## src/rtl/wb_rfid_reader_pkg.sv

```systemverilog
// Shared definitions for the Wishbone RFID reader: register map, STATUS bit
// positions, frame delimiters, parser state encoding and ASCII hex decoding.
package wb_rfid_reader_pkg;

    localparam logic [1:0] REG_STATUS = 2'd0;
    localparam logic [1:0] REG_TAG_LO = 2'd1;
    localparam logic [1:0] REG_TAG_HI = 2'd2;
    localparam logic [1:0] REG_CTRL   = 2'd3;

    localparam int ST_VALID     = 0;
    localparam int ST_OVERRUN   = 1;
    localparam int ST_FRAME_ERR = 2;

    localparam logic [7:0] ASCII_STX = 8'h02;
    localparam logic [7:0] ASCII_ETX = 8'h03;

    typedef enum logic [1:0] {
        P_IDLE  = 2'd0,
        P_DATA  = 2'd1,
        P_CKSUM = 2'd2,
        P_ETX   = 2'd3
    } parse_state_t;

    // Returns {is_hex, nibble}; letters map via low nibble + 9 ('A'/'a' -> 0xA).
    function automatic logic [4:0] ascii_to_nibble(input logic [7:0] c);
        logic [4:0] res;
        res = 5'h00;
        if (c >= 8'h30 && c <= 8'h39)
            res = {1'b1, c[3:0]};
        else if ((c >= 8'h41 && c <= 8'h46) || (c >= 8'h61 && c <= 8'h66))
            res = {1'b1, c[3:0] + 4'd9};
        return res;
    endfunction

endpackage

```

## src/rtl/wb_rfid_reader_uart_rx.sv

```systemverilog
// 8N1 serial receiver for the RFID reader line: 2-FF synchroniser, half-bit
// start confirmation, centre sampling, 1-cycle byte strobe and stop-error pulse.
//
// state    | meaning
// RX_IDLE  | waiting for a falling edge on the synchronised line
// RX_START | half-bit wait, then confirm the start bit is still low
// RX_DATA  | sampling 8 data bits LSB first at bit centres
// RX_STOP  | sampling the stop bit; 1 -> byte strobe, 0 -> stop error
module rfid_uart_rx #(
    parameter int clk_freq = 100000000,
    parameter int baud     = 9600
) (
    input  logic       clk,
    input  logic       reset,
    input  logic       rxd,
    output logic [7:0] data,
    output logic       valid,
    output logic       stop_err
);
    localparam int BIT_CYC  = clk_freq / baud;
    localparam int HALF_CYC = BIT_CYC / 2;
    localparam int CW       = $clog2(BIT_CYC);
    localparam logic [CW-1:0] BIT_LAST  = CW'(BIT_CYC - 1);
    localparam logic [CW-1:0] HALF_LAST = CW'(HALF_CYC - 1);

    typedef enum logic [1:0] {RX_IDLE, RX_START, RX_DATA, RX_STOP} rx_state_t;

    rx_state_t       state;
    logic            sync_1, sync_2, rx_prev;
    logic [CW-1:0]   cnt;
    logic [2:0]      bit_idx;
    logic [7:0]      shreg;

    // Bring the asynchronous line into clk domain and keep one bit of history.
    always_ff @(posedge clk) begin
        if (reset) begin
            sync_1  <= 1'b1;
            sync_2  <= 1'b1;
            rx_prev <= 1'b1;
        end else begin
            sync_1  <= rxd;
            sync_2  <= sync_1;
            rx_prev <= sync_2;
        end
    end

    // Bit timing uses a down-counter reloaded per bit; action at terminal count.
    always_ff @(posedge clk) begin
        if (reset) begin
            state    <= RX_IDLE;
            cnt      <= '0;
            bit_idx  <= '0;
            shreg    <= '0;
            data     <= '0;
            valid    <= 1'b0;
            stop_err <= 1'b0;
        end else begin
            valid    <= 1'b0;
            stop_err <= 1'b0;
            case (state)
                RX_IDLE: begin
                    if (rx_prev && !sync_2) begin
                        state <= RX_START;
                        cnt   <= HALF_LAST;
                    end
                end
                RX_START: begin
                    if (cnt != '0) begin
                        cnt <= cnt - 1'b1;
                    end else if (!sync_2) begin
                        state   <= RX_DATA;
                        cnt     <= BIT_LAST;
                        bit_idx <= '0;
                    end else begin
                        state <= RX_IDLE;
                    end
                end
                RX_DATA: begin
                    if (cnt != '0) begin
                        cnt <= cnt - 1'b1;
                    end else begin
                        shreg <= {sync_2, shreg[7:1]};
                        cnt   <= BIT_LAST;
                        if (bit_idx == 3'd7)
                            state <= RX_STOP;
                        else
                            bit_idx <= bit_idx + 1'b1;
                    end
                end
                RX_STOP: begin
                    if (cnt != '0) begin
                        cnt <= cnt - 1'b1;
                    end else begin
                        if (sync_2) begin
                            data  <= shreg;
                            valid <= 1'b1;
                        end else begin
                            stop_err <= 1'b1;
                        end
                        state <= RX_IDLE;
                    end
                end
                default: state <= RX_IDLE;
            endcase
        end
    end

endmodule

```

## src/rtl/wb_rfid_reader.sv

```systemverilog
// Wishbone RFID reader: parses STX + 10 hex + 2 hex checksum + ETX frames and
// latches the tag. Optional macro RFID_DEDUP_EN suppresses repeats of the last
// accepted tag arriving within 500 ms of the previous copy.
//
// state   | meaning
// P_IDLE  | hunting for STX, all other bytes ignored
// P_DATA  | collecting 10 data nibbles (idx 0..9), XOR per completed byte
// P_CKSUM | collecting 2 checksum nibbles (idx 0..1)
// P_ETX   | expecting ETX; checksum compared here, back to idle after
module wb_rfid_reader
    import wb_rfid_reader_pkg::*;
#(
    parameter int clk_freq = 100000000,
    parameter int baud     = 9600
) (
    input  logic        clk,
    input  logic        reset,
    input  logic [31:0] wb_adr_i,
    input  logic [31:0] wb_dat_i,
    output logic [31:0] wb_dat_o,
    input  logic [3:0]  wb_sel_i,
    input  logic        wb_stb_i,
    input  logic        wb_cyc_i,
    input  logic        wb_we_i,
    output logic        wb_ack_o,
    input  logic        rfid_rxd,
    output logic        intr
);
    logic [7:0]   rx_data;
    logic         rx_valid, rx_stop_err;
    parse_state_t pstate;
    logic [3:0]   idx;
    logic [39:0]  data_sr;
    logic [7:0]   cksum_rx, xor_acc;
    logic [4:0]   nib_dec;
    logic         hex_ok, frame_good, frame_bad, accept;
    logic [2:0]   status, w1c, status_nxt;
    logic [31:0]  tag_lo, rd_mux;
    logic [7:0]   tag_hi;
    logic         irq_en, bus_hit, wr_en, rd_en;
    logic [1:0]   reg_sel;
    logic         unused_bits;

    rfid_uart_rx #(.clk_freq(clk_freq), .baud(baud)) u_rx (
        .clk      (clk),
        .reset    (reset),
        .rxd      (rfid_rxd),
        .data     (rx_data),
        .valid    (rx_valid),
        .stop_err (rx_stop_err)
    );

    assign nib_dec    = ascii_to_nibble(rx_data);
    assign hex_ok     = nib_dec[4];
    assign frame_good = rx_valid && (pstate == P_ETX) && (rx_data == ASCII_ETX)
                        && (cksum_rx == xor_acc);
    assign frame_bad  = rx_stop_err
                        || (rx_valid && (pstate == P_DATA || pstate == P_CKSUM) && !hex_ok)
                        || (rx_valid && (pstate == P_ETX) && !frame_good);

    // Frame parser; advances only on received bytes.
    always_ff @(posedge clk) begin
        if (reset) begin
            pstate   <= P_IDLE;
            idx      <= '0;
            data_sr  <= '0;
            cksum_rx <= '0;
            xor_acc  <= '0;
        end else if (rx_valid) begin
            case (pstate)
                P_IDLE: begin
                    if (rx_data == ASCII_STX) begin
                        pstate  <= P_DATA;
                        idx     <= '0;
                        xor_acc <= '0;
                    end
                end
                P_DATA: begin
                    if (hex_ok) begin
                        data_sr <= {data_sr[35:0], nib_dec[3:0]};
                        if (idx[0])
                            xor_acc <= xor_acc ^ {data_sr[3:0], nib_dec[3:0]};
                        if (idx == 4'd9) begin
                            pstate <= P_CKSUM;
                            idx    <= '0;
                        end else begin
                            idx <= idx + 1'b1;
                        end
                    end else if (rx_data == ASCII_STX) begin
                        idx     <= '0;
                        xor_acc <= '0;
                    end else begin
                        pstate <= P_IDLE;
                    end
                end
                P_CKSUM: begin
                    if (hex_ok) begin
                        cksum_rx <= {cksum_rx[3:0], nib_dec[3:0]};
                        if (idx == 4'd1)
                            pstate <= P_ETX;
                        else
                            idx <= idx + 1'b1;
                    end else if (rx_data == ASCII_STX) begin
                        pstate  <= P_DATA;
                        idx     <= '0;
                        xor_acc <= '0;
                    end else begin
                        pstate <= P_IDLE;
                    end
                end
                default: pstate <= P_IDLE;
            endcase
        end
    end

`ifdef RFID_DEDUP_EN
    localparam logic [31:0] DEDUP_LAST = 32'(clk_freq / 2 - 1);
    logic [39:0] last_tag;
    logic [31:0] dedup_cnt;
    logic        dedup_live;

    assign accept = frame_good && !(dedup_live && (data_sr == last_tag));

    // Repeat window: every good frame re-arms it and becomes the reference value.
    always_ff @(posedge clk) begin
        if (reset) begin
            last_tag   <= '0;
            dedup_cnt  <= '0;
            dedup_live <= 1'b0;
        end else if (frame_good) begin
            last_tag   <= data_sr;
            dedup_cnt  <= DEDUP_LAST;
            dedup_live <= 1'b1;
        end else if (dedup_live) begin
            if (dedup_cnt == '0)
                dedup_live <= 1'b0;
            else
                dedup_cnt <= dedup_cnt - 1'b1;
        end
    end
`else
    assign accept = frame_good;
`endif

    assign reg_sel     = wb_adr_i[3:2];
    assign bus_hit     = wb_stb_i & wb_cyc_i & ~wb_ack_o;
    assign wr_en       = bus_hit & wb_we_i;
    assign rd_en       = bus_hit & ~wb_we_i;
    assign w1c         = (wr_en && reg_sel == REG_STATUS) ? wb_dat_i[2:0] : 3'b000;
    assign unused_bits = ^{wb_sel_i, wb_adr_i[31:4], wb_adr_i[1:0], wb_dat_i[31:3]};

    // Status next value: hardware set wins over a simultaneous W1C.
    always_comb begin
        status_nxt = status & ~w1c;
        if (accept) begin
            status_nxt[ST_VALID] = 1'b1;
            if (status[ST_VALID] && !w1c[ST_VALID])
                status_nxt[ST_OVERRUN] = 1'b1;
        end
        if (frame_bad)
            status_nxt[ST_FRAME_ERR] = 1'b1;
    end

    // Read data mux by word address.
    always_comb begin
        rd_mux = 32'h0;
        case (reg_sel)
            REG_STATUS: rd_mux = {29'h0, status};
            REG_TAG_LO: rd_mux = tag_lo;
            REG_TAG_HI: rd_mux = {24'h0, tag_hi};
            REG_CTRL:   rd_mux = {31'h0, irq_en};
            default:    rd_mux = 32'h0;
        endcase
    end

    // Register file, bus handshake and interrupt output.
    always_ff @(posedge clk) begin
        if (reset) begin
            wb_ack_o <= 1'b0;
            wb_dat_o <= '0;
            status   <= '0;
            tag_lo   <= '0;
            tag_hi   <= '0;
            irq_en   <= 1'b0;
            intr     <= 1'b0;
        end else begin
            wb_ack_o <= bus_hit;
            wb_dat_o <= rd_en ? rd_mux : 32'h0;
            status   <= status_nxt;
            if (wr_en && reg_sel == REG_CTRL)
                irq_en <= wb_dat_i[0];
            if (accept) begin
                tag_hi <= data_sr[39:32];
                tag_lo <= data_sr[31:0];
            end
            intr <= irq_en & status[ST_VALID];
        end
    end

endmodule

```

## config.mk

```make
export PLATFORM = sky130hd
export DESIGN_NAME = wb_rfid_reader
export DESIGN_NICKNAME = d
export VERILOG_FILES = /design/src/rtl/wb_rfid_reader_pkg.sv /design/src/rtl/wb_rfid_reader_uart_rx.sv /design/src/rtl/wb_rfid_reader.sv
export SDC_FILE = /design/constraint.sdc
export NUM_CORES = 1
export LEC_CHECK = 0
export ABC_AREA = 1
export CAP_MARGIN = 20
export CORE_UTILIZATION = 50
export CTS_BUF_LIST = sky130_fd_sc_hd__clkbuf_4 sky130_fd_sc_hd__clkbuf_8 sky130_fd_sc_hd__clkbuf_16
export CTS_CLUSTER_DIAMETER = 50
export DETAILED_ROUTE_END_ITERATION = 8
export PLACE_DENSITY = 0.84
export SKIP_CTS_REPAIR_TIMING = 1
export SYNTH_ARGS = -nofsm -noshare
export SYNTH_HDL_FRONTEND = slang
export SYNTH_HIERARCHICAL = 1
export SYNTH_SLANG_ARGS = --single-unit
export TNS_END_PERCENT = 10
```

## constraint.sdc

```tcl
create_clock -name clk -period 1.9 [get_ports clk]
set_input_delay 0.19 -clock clk [delete_from_list [all_inputs] [get_ports clk]]
set_output_delay 0.19 -clock clk [all_outputs]
set_load 0.05 [all_outputs]
```

Word level (Yosys, flattened, before mapping)
Index checks and enable logic that the tools add are counted.
{"block": "totals", "reg_bits": 180, "latchBits": 0, "ramBits": 0, "mem_bits_ro": 0, "mem_count": 0}
{"block": "op_classes", "add_sub_neg": 4, "mul": 0, "div_mod_pow": 0, "magnitude_cmp": 6, "eq_ne": 31, "shifts": 0, "n_mux": 46, "n_bitwise": 13, "n_reduce_logical": 39}
{"cell": "$pmux 32 s4", "count": 1}
{"cell": "$mux 14", "count": 5}
{"cell": "$pmux 14 s4", "count": 1}
{"cell": "$mux 8", "count": 4}
{"cell": "$mux 2", "count": 13}
{"cell": "$pmux 8 s3", "count": 1}
{"cell": "$mux 4", "count": 5}
{"cell": "$eq 8x2->1 const B", "count": 2}
{"cell": "$ge 8x7->1 const B", "count": 2}
{"cell": "$le 8x7->1 const B", "count": 2}
{"cell": "$mux 3", "count": 5}
{"cell": "$reduce_and 3->1", "count": 5}
{"cell": "$reduce_and 5->1", "count": 3}
{"cell": "$ne 2x2->1 const B", "count": 7}
{"cell": "$reduce_bool 14->1", "count": 1}
{"cell": "$sub 14x1->14 const B", "count": 1}
{"cell": "$logic_and 1x1->1", "count": 13}
{"cell": "$eq 2x2->1 const B", "count": 6}
{"cell": "$ne 3x3->1 const B", "count": 4}
{"cell": "$pmux 4 s3", "count": 1}
{"cell": "$mux 5", "count": 2}
{"cell": "$eq 8x8->1", "count": 1}
{"cell": "$ge 8x6->1 const B", "count": 1}
{"cell": "$le 8x6->1 const B", "count": 1}
{"cell": "27 further kinds", "count": 52}

Depth between registers and ports, before layout
{"block": "logic_depth", "depth_word": 10, "ltp_mapped": 13, "ltp_nobuf": 13}

Modules after synthesis
Netlist, hierarchy kept.
{"module": "wb_rfid_reader", "instances": 1, "cells_per_inst": 829, "area_each_um2": 5910.7}
{"module": "rfid_uart_rx", "instances": 1, "cells_per_inst": 298, "area_each_um2": 2138.3}

Worst setup path before layout
OpenSTA, ideal clock, no wires.
{"block": "synth_path", "path_kind": "register -> register", "from": "register u_rx.data[0]", "to": "register cksum_rx[7]", "setup_time_ns": 0.121, "arrival_time_ns": 1.662, "required_time_ns": 1.779, "slack_ns": 0.117, "path_stages_with_launch": 11, "n_path_buf": 0, "period_less_slack_ns": 1.783, "path_cell_list": "dfxtp_1 > inv_1 > ha_1 > nand3b_1 > nand3_1 > nand2_2 > nand2_1 > nor2_2 > inv_1 > o21ai_0 > a21oi_1"}
{"block": "synth_between", "elab_chain_cells": 6, "word_cells_on_any_way": 13, "classes_between": "order compare: 6; mux: 2; reduce/logical: 5"}
{"element": "start: declaration", "line": "wb_rfid_reader_uart_rx.sv:16", "text": "output logic [7:0] data,"}
{"element": "start signal: assignment", "line": "wb_rfid_reader_uart_rx.sv:95", "text": "data <= shreg;"}
{"element": "$ge 8x7->1 / $le 8x7->1 (equally long branches)", "line": "wb_rfid_reader_pkg.sv:30", "text": "else if ((c >= 8'h41 && c <= 8'h46) || (c >= 8'h61 && c <= 8'h66))"}
{"element": "$logic_and 1x1->1", "line": "wb_rfid_reader_pkg.sv:30"}
{"element": "$logic_or 1x1->1", "line": "wb_rfid_reader_pkg.sv:30"}
{"element": "$mux 5", "line": "wb_rfid_reader_pkg.sv:30"}
{"element": "$mux 5 *", "line": "wb_rfid_reader_pkg.sv:28", "text": "if (c >= 8'h30 && c <= 8'h39)"}
{"element": "$reduce_and 3->1 (no source line) *"}
{"element": "end signal: assignment", "line": "wb_rfid_reader.sv:98", "text": "cksum_rx <= {cksum_rx[3:0], nib_dec[3:0]};"}
{"element": "end: declaration", "line": "wb_rfid_reader.sv:34", "text": "logic [7:0] cksum_rx, xor_acc;"}
Mark *: on every way between the ends. The rest lies on a longest branch, timed or not.
A chain may end at the register's enable or synchronous reset.

Final worst setup path
{"block": "layout_path", "from": "register u_rx.data[0]", "to": "register data_sr[9]"}
{"block": "layout_between", "elab_chain_cells": 6, "word_cells_on_any_way": 13, "classes_between": "order compare: 6; mux: 2; reduce/logical: 5"}
{"element": "$ge 8x7->1 / $le 8x7->1 (equally long branches)", "line": "wb_rfid_reader_pkg.sv:30"}
{"element": "$logic_and 1x1->1", "line": "wb_rfid_reader_pkg.sv:30"}
{"element": "$logic_or 1x1->1", "line": "wb_rfid_reader_pkg.sv:30"}
{"element": "$mux 5", "line": "wb_rfid_reader_pkg.sv:30"}
{"element": "$mux 5 *", "line": "wb_rfid_reader_pkg.sv:28"}
{"element": "$reduce_and 3->1 (no source line) *"}
{"element": "end signal: assignment", "line": "wb_rfid_reader.sv:80", "text": "data_sr <= {data_sr[35:0], nib_dec[3:0]};"}
{"element": "end: declaration", "line": "wb_rfid_reader.sv:33", "text": "logic [39:0] data_sr;"}
Marks and branches as above.

==> impl_metrics.sql <==
INSERT INTO impl_metrics (metric_group, metric, value, unit) VALUES
('route', 'post_route_drc_violation_count', '0', ''),
('power', 'powerDensity', '997', 'nW/um^2'),
('synth', 'synth_top_area_share', '44.8', '%'),
('sta', 'hold_viol', '0', ''),
('synth', 'cell_count_after_synthesis', '1127', ''),
('floorplan', 'design.die.area', '16600', 'sq um'),
('final_layout', 'multi_input_area', '3820', 'sq um'),
('sta', 'final.period_utilization', '96.8', '%'),
('synth', 'synth_largest_area_cell', 'sky130_fd_sc_hd__dfxtp_1', ''),
('clock_tree', 'tritoncts', 'built', ''),
('grt', 'grt_pass1_vias', '6498', ''),
('route', 'detailedRoute.firstPassIterationCount', '5', ''),
('sta', 'crit_path_time_final', '1840', 'ps'),
('power', 'proportion_of_power_drawn_by_the_clock_network', '35.9', '%'),
('hold_path', 'min_path_cells', '2', ''),
('synth', 'seq_area_frac_synth', '44.8', '%'),
('floorplan', 'initial_core_util', '51.0', '%'),
('synth', 'synth-warning-count', '6', ''),
('place', 'placement.io_buffers', '44', ''),
('synth', 'synth_most_common_cell', 'sky130_fd_sc_hd__nand2_1', ''),
('critical_path', 'start_kind', 'register', ''),
('power', 'power.share.switching', '31.9', '%'),
('synth', 'synth_commonest_cells', 'sky130_fd_sc_hd__nand2_1 (222), sky130_fd_sc_hd__nor2_1 (182), sky130_fd_sc_hd__dfxtp_1 (180)', ''),
('route', 'via_per_inst', '5.09', ''),
('grt', 'grt_util_met1', '26.8', '%'),
('power', 'comb_power_share', '21.9', '%'),
('critical_path', 'worst-setup-path-type', 'register to register', ''),
('sta', 'maxSlewViolCount', '0', ''),
('final_layout', 'finish.net_count', '1281', ''),
('place', 'gp_routability_congestion', '0.882', ''),
('synth', 'ys_top_cells_by_area', 'sky130_fd_sc_hd__dfxtp_1 (45%), sky130_fd_sc_hd__nand2_1 (10%), sky130_fd_sc_hd__nor2_1 (8.5%), sky130_fd_sc_hd__inv_1 (5.5%), sky130_fd_sc_hd__a21oi_1 (5.3%)', ''),
('hold_path', 'kind_of_path_behind_the_tightest_hold_check', 'primary input to register', ''),
('floorplan', 'die-height', '129', 'um'),
('final_layout', 'final_layout_size_suffix_gt1_share', '11.3', '%'),
('route', 'drt_first_iter_violations', '564', ''),
('clock_tree', 'cts_htree_levels', '4', ''),
('grt', 'grt_pass1_wl', '29200', 'um'),
('sta', 'max-slew-margin-rel', '66.2', '%'),
('status', 'status', 'finished clean', ''),
('sta', 'max_clock_freq', '544', 'MHz'),
('grt', 'met2_usage', '38.0', '%'),
('grt', 'grt_antenna_before_repair', '0', ''),
('synth', 'syn-mean-instance-area', '7.14', 'sq um'),
('final_layout', 'post-route-util', '60.7', '%'),
('power', 'power_switching', '3040', 'uW'),
('grt', 'grt_start_max_net_pins', '50', ''),
('hold_path', 'min-delay-start', 'rfid_rxd', ''),
('grt', 'grt_remaining_overflow', '0', ''),
('grt', 'global_route.peak_usage_layer', 'met2', ''),
('synth', 'flops_latches_synth', '180', ''),
('critical_path', 'r2r.worst_path.cells', '11', ''),
('synth', 'yosys_most_used_dff', 'sky130_fd_sc_hd__dfxtp_1', ''),
('final_layout', 'fillerInstances', '1378', ''),
('critical_path', 'r2r_start', 'u_rx/data[0]', ''),
('critical_path', 'worstPathMaxFanout', '49', ''),
('clock_tree', 'number_of_sinks_handled_by_clock_tree_synthesis', '180', ''),
('sta', 'worstMarginPinSlew', '506', 'ps'),
('critical_path', 'worst_r2r_endpoint', 'data_sr[9]', ''),
('floorplan', 'fp-row-count', '46', ''),
('clock_tree', 'cts_inserted_buffers', '17', ''),
('clock_tree', 'root_buffer', 'sky130_fd_sc_hd__clkbuf_16', ''),
('clock_tree', 'clock_latency_late_sink', '440', 'ps'),
('floorplan', 'die_w', '129', 'um'),
('power', 'vdd_drop_max', '0.856', 'mV'),
('synth', 'synth_edf_count', '0', ''),
('grt', 'total_global_routing_track_utilization', '21.9', '%'),
('sta', 'finalSetupViolCount', '0', ''),
('route', 'ant_nets', '0', ''),
('clock_tree', 'cts.clk_slew.worst_paths', '70', 'ps'),
('synth', 'postSynthNetCount', '1221', ''),
('sta', 'clock_skew', '9.92', 'ps');
-- sequential cells by signal (all words and copies together), names as in the netlist, 2 cells and up, named ones only --
| register | cells |
|---|---|
| data_sr | 40 |
| status | 3 |
| idx | 4 |
| pstate | 2 |
| wb_dat_o | 32 |
| xor_acc | 8 |
| cksum_rx | 8 |
| u_rx/shreg | 8 |
| tag_hi | 8 |
| tag_lo | 32 |
| u_rx/data | 8 |
| u_rx/bit_idx | 3 |
| u_rx/cnt | 14 |
-- power by group through the flow --
stage               Clock [uW]  Sequential [uW]  Combinational (uW)
finish                    3430             4030                2090
detailed placement           0             4110                2040
CTS                       3500             4030                2060
global placement             0             4110                1970
global route              3660             4050                2360
floorplan                    0             4090                1650
-- per-stage QoR --
stage / cells / setup WS [ps] / TNS (ps) / instance area [sq um] / power (uW)
3_3_place_gp: 1382 / 80.6 / 0 / 8900 / 6070
3_5_place_dp: 1382 / -4.29 / -4.59 / 8900 / 6150
4_1_cts: 1414 / -14.8 / -27.6 / 9480 / 9590
2_1_floorplan: 1127 / 117 / 0 / 8050 / 5740
6_report: 1416 / 61.5 / 0 / 9580 / 9550
5_1_grt: 1416 / -25.6 / -189 / 9580 / 10100
-- routing by layer --
metal	wire (um)	part of all wire [%]
met1	7790	45
met2	8350	48
met3	809	4.7
met4	289	1.7
met5	0	0
-- cells in the final DEF (no fill, tap or decap), types with 2 or more instances in the layout --
| cell | Yosys | routed |
|---|---|---|
| sky130_fd_sc_hd__a21oi_1 | 86 | 86 |
| sky130_fd_sc_hd__a21oi_2 | 2 | 2 |
| sky130_fd_sc_hd__a31oi_1 | 2 | 2 |
| sky130_fd_sc_hd__buf_12 | 0 | 4 |
| sky130_fd_sc_hd__buf_4 | 5 | 36 |
| sky130_fd_sc_hd__buf_6 | 2 | 3 |
| sky130_fd_sc_hd__clkbuf_16 | 0 | 17 |
| sky130_fd_sc_hd__clkbuf_4 | 0 | 2 |
| sky130_fd_sc_hd__clkdlybuf4s50_1 | 0 | 44 |
| sky130_fd_sc_hd__clkinv_4 | 0 | 4 |
| sky130_fd_sc_hd__dfxtp_1 | 180 | 179 |
| sky130_fd_sc_hd__ha_1 | 20 | 18 |
| sky130_fd_sc_hd__inv_1 | 119 | 117 |
| sky130_fd_sc_hd__inv_2 | 5 | 8 |
| sky130_fd_sc_hd__inv_6 | 0 | 4 |
| sky130_fd_sc_hd__inv_8 | 0 | 3 |
| sky130_fd_sc_hd__nand2_1 | 222 | 217 |
| sky130_fd_sc_hd__nand2_2 | 7 | 11 |
| sky130_fd_sc_hd__nand2_4 | 2 | 3 |
| sky130_fd_sc_hd__nand3_1 | 82 | 79 |
| sky130_fd_sc_hd__nand3_2 | 1 | 3 |
| sky130_fd_sc_hd__nand3_4 | 1 | 2 |
| sky130_fd_sc_hd__nand3b_1 | 6 | 6 |
| sky130_fd_sc_hd__nand4_1 | 12 | 12 |
| sky130_fd_sc_hd__nor2_1 | 182 | 179 |
| sky130_fd_sc_hd__nor2_2 | 6 | 10 |
| sky130_fd_sc_hd__nor2_4 | 8 | 8 |
| sky130_fd_sc_hd__nor3_1 | 18 | 18 |
| sky130_fd_sc_hd__nor3b_2 | 1 | 3 |
| sky130_fd_sc_hd__o21ai_0 | 82 | 69 |
| sky130_fd_sc_hd__o21ai_1 | 8 | 21 |
| sky130_fd_sc_hd__o21ai_2 | 2 | 2 |
| sky130_fd_sc_hd__or2_2 | 3 | 3 |
| sky130_fd_sc_hd__xor2_1 | 9 | 9 |
-- how the worst max path moves through the flow --
stage,from,slack (ps),to,cells after the start
after floorplan,u_rx/data[0],120,cksum_rx[7],10
after global placement,u_rx/data[0],80,idx[0],12
after detailed placement,u_rx/data[0],-4,pstate[1],13
after CTS,u_rx/data[0],-10,pstate[1],13
after global routing,u_rx/data[1],-30,xor_acc[5],12
final,u_rx/data[0],60,data_sr[9],11
-- logic make-up after synthesis --
logic type	synth area share, %
xor+xnor	0.979
simple gates	30.4
flops	44.8
buf+inv	8.75
fa+ha+maj	3.11
compound gates	12.0
-- critical path: stages (launching register included) --
cell and delay (ps):
sky130_fd_sc_hd__dfxtp_2 350, sky130_fd_sc_hd__inv_1 60, sky130_fd_sc_hd__ha_2 180, sky130_fd_sc_hd__nand3b_1 140
sky130_fd_sc_hd__nand3_2 120, sky130_fd_sc_hd__nand2_4 130, sky130_fd_sc_hd__nand2_2 100, sky130_fd_sc_hd__inv_4 70
sky130_fd_sc_hd__nand2_2 70, sky130_fd_sc_hd__buf_12 190, sky130_fd_sc_hd__o21ai_0 230, sky130_fd_sc_hd__a21oi_1 60
-- layout make-up --
| class | instances | area share (%) |
|---|---|---|
| inverters | 127 | 5.00 |
| flip-flops and latches | 180 | 37.6 |
| well taps | 216 | 2.82 |
| clock inverters | 13 | 1.45 |
| clock buffers | 19 | 4.60 |
| multi-input cells | 774 | 39.9 |
| repair buffers | 87 | 8.61 |
Note: power is estimated with default switching activity, not from simulation.
